<file path="src/rtl/sys_rst_seq.sv">
// -----------------------------------------------------------------------------
// sys_rst_seq
//   Power-up reset sequencer. It sits after the 2-FF reset synchronizer and
//   releases the subsystem resets in order: SDRAM controller, camera power,
//   camera reset, camera configuration, then LCD and CNN datapath.
//
//   Ports
//     clk             system clock
//     rst_n           asynchronous active-low reset (already release-synchronized)
//     pll_locked      PLL lock, asynchronous to clk (synchronized internally)
//     sdram_init_done SDRAM controller init complete (level, clk domain)
//     cam_cfg_done    camera SCCB configuration complete (level, clk domain)
//     sdram_rst_n     SDRAM controller reset, active-low
//     cam_pwdn        camera power-down, active-high
//     cam_rst_n       camera hardware reset, active-low
//     cam_cfg_start   one-cycle pulse that starts camera configuration
//     lcd_rst_n       LCD driver reset, active-low
//     cnn_rst_n       CNN/recognition datapath reset, active-low
//     sys_ready       whole sequence complete
//     err_timeout     sticky flag: SDRAM init or camera config timed out
//     state_o         current sequencer state, for debug
// -----------------------------------------------------------------------------
module sys_rst_seq #(
  parameter int unsigned LOCK_STABLE = 1024,
  parameter int unsigned CAM_PWR_DLY = 50000,
  parameter int unsigned CAM_RST_DLY = 1000000,
  parameter int unsigned INIT_TMO    = 5000000,
  parameter int unsigned TIMER_W     = 24
) (
  input  logic       clk,
  input  logic       rst_n,
  input  logic       pll_locked,
  input  logic       sdram_init_done,
  input  logic       cam_cfg_done,
  output logic       sdram_rst_n,
  output logic       cam_pwdn,
  output logic       cam_rst_n,
  output logic       cam_cfg_start,
  output logic       lcd_rst_n,
  output logic       cnn_rst_n,
  output logic       sys_ready,
  output logic       err_timeout,
  output logic [2:0] state_o
);

  localparam int unsigned LCW = $clog2(LOCK_STABLE + 1);

  localparam logic [LCW-1:0]     LOCK_MAX = LCW'(LOCK_STABLE);
  localparam logic [TIMER_W-1:0] PWR_LAST = TIMER_W'(CAM_PWR_DLY - 1);
  localparam logic [TIMER_W-1:0] RST_LAST = TIMER_W'(CAM_RST_DLY - 1);
  localparam logic [TIMER_W-1:0] TMO_LAST = TIMER_W'(INIT_TMO - 1);

  typedef enum logic [2:0] {
    S_LOCK   = 3'd0,
    S_SDRAM  = 3'd1,
    S_CAMPWR = 3'd2,
    S_CAMRST = 3'd3,
    S_CAMCFG = 3'd4,
    S_RUN    = 3'd5,
    S_ERR    = 3'd6
  } state_t;

  state_t               state_reg, state_next;
  logic                 lock_meta_reg, lock_s_reg;
  logic [LCW-1:0]       lock_cnt_reg, lock_cnt_next;
  logic [TIMER_W-1:0]   timer_reg, timer_next;

  logic sdram_rst_n_reg, sdram_rst_n_next;
  logic cam_pwdn_reg, cam_pwdn_next;
  logic cam_rst_n_reg, cam_rst_n_next;
  logic cfg_start_reg, cfg_start_next;
  logic lcd_rst_n_reg, lcd_rst_n_next;
  logic cnn_rst_n_reg, cnn_rst_n_next;
  logic sys_ready_reg, sys_ready_next;
  logic err_reg, err_next;

  // Lock filter: any low cycle of the synchronized lock restarts the count.
  always_comb begin
    lock_cnt_next = lock_cnt_reg;
    if (!lock_s_reg) begin
      lock_cnt_next = '0;
    end else if (lock_cnt_reg != LOCK_MAX) begin
      lock_cnt_next = lock_cnt_reg + LCW'(1);
    end
  end

  // Next-state logic. Lock loss has priority in every active state; done
  // beats the timeout when both land on the same cycle.
  always_comb begin
    state_next = state_reg;
    case (state_reg)
      S_LOCK: begin
        if (lock_cnt_next == LOCK_MAX) state_next = S_SDRAM;
      end
      S_SDRAM: begin
        if (!lock_s_reg)                 state_next = S_LOCK;
        else if (sdram_init_done)        state_next = S_CAMPWR;
        else if (timer_reg == TMO_LAST)  state_next = S_ERR;
      end
      S_CAMPWR: begin
        if (!lock_s_reg)                 state_next = S_LOCK;
        else if (timer_reg == PWR_LAST)  state_next = S_CAMRST;
      end
      S_CAMRST: begin
        if (!lock_s_reg)                 state_next = S_LOCK;
        else if (timer_reg == RST_LAST)  state_next = S_CAMCFG;
      end
      S_CAMCFG: begin
        if (!lock_s_reg)                 state_next = S_LOCK;
        else if (cam_cfg_done)           state_next = S_RUN;
        else if (timer_reg == TMO_LAST)  state_next = S_ERR;
      end
      S_RUN: begin
        if (!lock_s_reg)                 state_next = S_LOCK;
      end
      S_ERR: begin
        state_next = S_ERR;
      end
      default: state_next = S_LOCK;
    endcase
  end

  always_comb begin
    timer_next = timer_reg + TIMER_W'(1);
    if (state_next != state_reg) timer_next = '0;
  end

  // Output decode from the current state; the registered result lags the
  // state by one clock. S_ERR freezes whatever had been released so far.
  always_comb begin
    sdram_rst_n_next = 1'b0;
    cam_pwdn_next    = 1'b1;
    cam_rst_n_next   = 1'b0;
    lcd_rst_n_next   = 1'b0;
    cnn_rst_n_next   = 1'b0;
    sys_ready_next   = 1'b0;
    err_next         = err_reg | (state_reg == S_ERR);
    // Timer is zero in S_CAMCFG only on its first cycle, so this is one pulse.
    cfg_start_next   = (state_reg == S_CAMCFG) && (timer_reg == '0);
    case (state_reg)
      S_SDRAM: begin
        sdram_rst_n_next = 1'b1;
      end
      S_CAMPWR: begin
        sdram_rst_n_next = 1'b1;
        cam_pwdn_next    = 1'b0;
      end
      S_CAMRST, S_CAMCFG: begin
        sdram_rst_n_next = 1'b1;
        cam_pwdn_next    = 1'b0;
        cam_rst_n_next   = 1'b1;
      end
      S_RUN: begin
        sdram_rst_n_next = 1'b1;
        cam_pwdn_next    = 1'b0;
        cam_rst_n_next   = 1'b1;
        lcd_rst_n_next   = 1'b1;
        cnn_rst_n_next   = 1'b1;
        sys_ready_next   = 1'b1;
      end
      S_ERR: begin
        sdram_rst_n_next = sdram_rst_n_reg;
        cam_pwdn_next    = cam_pwdn_reg;
        cam_rst_n_next   = cam_rst_n_reg;
      end
      default: ;
    endcase
  end

  always_ff @(posedge clk or negedge rst_n) begin
    if (!rst_n) begin
      lock_meta_reg   <= 1'b0;
      lock_s_reg      <= 1'b0;
      lock_cnt_reg    <= '0;
      state_reg       <= S_LOCK;
      timer_reg       <= '0;
      sdram_rst_n_reg <= 1'b0;
      cam_pwdn_reg    <= 1'b1;
      cam_rst_n_reg   <= 1'b0;
      cfg_start_reg   <= 1'b0;
      lcd_rst_n_reg   <= 1'b0;
      cnn_rst_n_reg   <= 1'b0;
      sys_ready_reg   <= 1'b0;
      err_reg         <= 1'b0;
    end else begin
      lock_meta_reg   <= pll_locked;
      lock_s_reg      <= lock_meta_reg;
      lock_cnt_reg    <= lock_cnt_next;
      state_reg       <= state_next;
      timer_reg       <= timer_next;
      sdram_rst_n_reg <= sdram_rst_n_next;
      cam_pwdn_reg    <= cam_pwdn_next;
      cam_rst_n_reg   <= cam_rst_n_next;
      cfg_start_reg   <= cfg_start_next;
      lcd_rst_n_reg   <= lcd_rst_n_next;
      cnn_rst_n_reg   <= cnn_rst_n_next;
      sys_ready_reg   <= sys_ready_next;
      err_reg         <= err_next;
    end
  end

  assign sdram_rst_n   = sdram_rst_n_reg;
  assign cam_pwdn      = cam_pwdn_reg;
  assign cam_rst_n     = cam_rst_n_reg;
  assign cam_cfg_start = cfg_start_reg;
  assign lcd_rst_n     = lcd_rst_n_reg;
  assign cnn_rst_n     = cnn_rst_n_reg;
  assign sys_ready     = sys_ready_reg;
  assign err_timeout   = err_reg;
  assign state_o       = state_reg;

endmodule

</file>
<file path="config.mk">
export PLATFORM = sky130hd
export DESIGN_NAME = sys_rst_seq
export DESIGN_NICKNAME = d
export VERILOG_FILES = /design/src/rtl/sys_rst_seq.sv
export SDC_FILE = /design/constraint.sdc
export NUM_CORES = 1
export LEC_CHECK = 0
export CAP_MARGIN = 10
export CORE_MARGIN = 5
export CORE_UTILIZATION = 64
export DETAILED_ROUTE_END_ITERATION = 12
export PLACE_DENSITY = 0.93
export SYNTH_ARGS = -nofsm -noshare
export SYNTH_HDL_FRONTEND = slang
export SYNTH_SLANG_ARGS = --single-unit
export TNS_END_PERCENT = 1
</file>
<file path="constraint.sdc">
create_clock -name clk -period 5.5 [get_ports clk]
set_input_delay 0.825 -clock clk [delete_from_list [all_inputs] [get_ports clk]]
set_output_delay 0.825 -clock clk [all_outputs]
set_load 0.1 [all_outputs]
</file>
==> flow_summary.json <==
{
  "ir_drop_v": 0.000157,
  "post_cts_buffers": 0,
  "netlist_area_um2": 3160,
  "relSlewSlack_pct": 31.8,
  "die_y_um": 80.3,
  "cts_hold_buffers": 0,
  "drt-initial-drc-count": 187,
  "clockBufferDepth": 2,
  "hold_class": "reg2reg",
  "nets": 346,
  "powerDensity_nw_per_um2": 177,
  "grt_pass1_wl_um": 12400,
  "critPathMaxFanout": 25,
  "final_util_pct": 70.6,
  "critPathMaxStageDelay_ns": 0.60,
  "h-tree-depth": 2,
  "synth_nets": 350,
  "tightestPinTransition_ns": 1.02,
  "avgViaCountPerCell": 6.63,
  "cts_made_buffers": 5,
  "multi_input_area_um2": 1830,
  "hold_viol": 0,
  "status": "finished, final reports clean",
  "io_pins": 16,
  "finalSetupTns_ns": 0,
  "grt_util_all_layers_pct": 24.4,
  "path_clk_slew_ns": 0.09,
  "critPathArrivalTime_ns": 3.63,
  "min_path_cells": 0,
  "synth.avg_cell_area_um2": 9.27,
  "post-route-period-util_pct": 62.3,
  "start_kind": "flip-flop",
  "fmax_ghz": 0.292,
  "cts_tree": "done",
  "crit_path_end_kind": "flip-flop",
  "fin_skew_ns": 0.00794,
  "insertedDiodeCount": 0,
  "power_w": 0.000594,
  "yosysWarnings": 0,
  "vias": 2686,
  "syn_to_final_growth_pct": 6.18,
  "cts_num_sinks": 46,
  "largest_reg_flops": 24,
  "grt-ovfl-total": 0,
  "setup_viol_count_final": 0,
  "cp.required_ns": 5.70,
  "first_global_vias": 2601,
  "antenna_found_initial": 0,
  "seq_area_um2": 1150,
  "dieArea_um2": 6440,
  "setup_slack_ns": 2.07,
  "grt_max_degree": 47,
  "reg2reg_depth": 8,
  "routed_wl_um": 7160,
  "synth.distinct_cells": 53,
  "syn_inst": 341,
  "rows": 25,
  "synth-seq-cells": 46,
  "initial_core_util_pct": 66.5,
  "fillerInstances": 359,
  "critPathKind": "reg2reg",
  "layout-drive-gt1-share_pct": 13.0,
  "root_buffer": "clkbuf_8",
  "dp_slack_ns": 2.17,
  "clk_latency_ns": 0.31,
  "rsz0062_at_grt": "no",
  "critPathSlowestCell": "or4_1",
  "portBuffers": 15,
  "ant_nets": 0,
  "die_w_um": 80.3,
  "cts_resized": 0,
  "core-area_um2": 4750,
  "holdWs_ns": 0.359,
  "drc": 0,
  "globalplace.congestion": 0.886,
  "finalMaxSlewViolations": 0,
  "dp_hpwl_um": 4750,
  "period_minus_slack_ns": 3.43,
  "dr.pass1.iters": 5,
  "p_leak_nw": 1.39,
  "cap_violations": 0,
  "ys_seq_area_share_pct": 36.5,
  "worstPathCellList": "or4_1 -> nor4_2 -> nand3_1 -> mux2i_1 -> o21a_2 -> and2_4 -> inv_2 -> o41ai_1",
  "wl_per_cell_um": 17.7
}
-- synth_stat cells, drive strengths merged --
library cell,number,share of area [%]
a2111o,1,0.36
o31ai,1,0.24
nand3,40,6.5
mux2i,3,0.95
nand4,13,2.6
nor2b,6,1.2
or4b,1,0.32
o21ai,8,1.3
a211o,1,0.28
dfstp,1,0.83
nand4b,1,0.28
o41ai,23,11
a21boi,2,0.47
nand3b,2,0.47
buf,10,2.4
or2,2,0.40
xnor2,13,3.6
ha,4,1.6
dfrtp,45,36
or4,2,0.59
a21oi,2,0.32
o21a,3,0.75
and2,7,1.5
nor4,10,2.2
xor2,20,5.5
a22oi,1,0.24
a211oi,1,0.40
nand2b,1,0.20
nor4b,5,2.1
nand2,21,2.5
a31oi,3,0.59
nor2,20,2.5
nor3b,3,0.71
and3,6,1.2
clkbuf,18,2.1
a21o,1,0.24
inv,9,1.1
nor3,28,4.4
o211ai,3,0.71
-- final cells by class --
| cell class | instances | share of cell area (%) |
|---|---|---|
| clock buffer | 6 | 2.46 |
| clock inverter | 2 | 0.373 |
| tap | 67 | 2.50 |
| inverter | 9 | 1.01 |
| multi-input combinational | 258 | 54.5 |
| sequential | 46 | 34.3 |
| timing repair buffer | 17 | 4.77 |
-- critical path, delay by kind of cell, from the launching register on --
kind / cells / cell delay (ns)
AOI/OAI and AO/OA: 2 / 0.82
buffers and inverters: 1 / 0.07
DFF: 1 / 0.45
muxes: 1 / 0.19
and+or+nand+nor: 4 / 1.79
-- metrics by stage --
stage	cells	cell area [um2]
6_report	405	3360
5_1_grt	405	3360
3_5_place_dp	397	3260
4_1_cts	405	3360
3_3_place_gp	397	3260
2_1_floorplan	341	3160
-- power breakdown --
group,internal (W),switching [W]
logic,0.0000104,0.0000188
clock network,0.000101,0.000119
registers,0.000340,0.00000451
-- logic make-up (layout without fill, tap and decap cells) --
group                      Yosys count  after routing  synth area share [%]
AOI/OAI and AO/OA                   50             50                  16.7
adders and majority gates            4              4                  1.58
buffers and inverters               37             34                  5.62
and+or+nand+nor                    168            168                  29.5
DFF                                 46             46                  36.5
muxes                                3              3                 0.950
xor gates and xnor gates            33             33                  9.14
-- metal layers --
layer  wire length, um  global-route usage (%)  vias up
met2              3630                    41.8      141
met5                 0                       0        -
met4               140                    9.12        0
met3               568                    4.93       19
met1              2820                    30.2     1280
li1                  -                       -     1246
-- layout by cell type (no fill, tap or decap), types with 3 or more instances in the layout --
master           Yosys  layout
ha_1                 4       4
nor3b_1              3       3
nor4_1               9       9
xnor2_1             13      13
o21ai_0              7       7
nand2_1             21      21
o211ai_1             3       3
a31oi_1              3       3
o41ai_1              4       4
nand4_1             13      13
and2_1               6       6
and3_1               6       6
clkdlybuf4s50_1      0      14
nor2_1              19      19
inv_1                7       7
o41ai_2             19      19
nor4b_1              3       3
clkbuf_8             0       6
nand3_1             39      39
xor2_1              20      20
nor3_1              28      28
mux2i_1              3       3
nor2b_1              6       6
dfrtp_1             45      45
-- path summary, 6_finish.rpt --
check / start / to / slack [ns]
setup reg to reg: timer_reg[10] / timer_reg[23] / 2.07
min in group asynchronous: rst_n / lock_cnt_reg[2] / 0.69
hold reg to reg: lock_meta_reg / lock_s_reg / 0.36
hold / removal: lock_meta_reg / lock_s_reg / 0.36
setup / recovery: timer_reg[10] / timer_reg[23] / 2.07
max in group asynchronous: rst_n / timer_reg[15] / 4.18
Note: power is estimated with default switching activity, not from simulation.
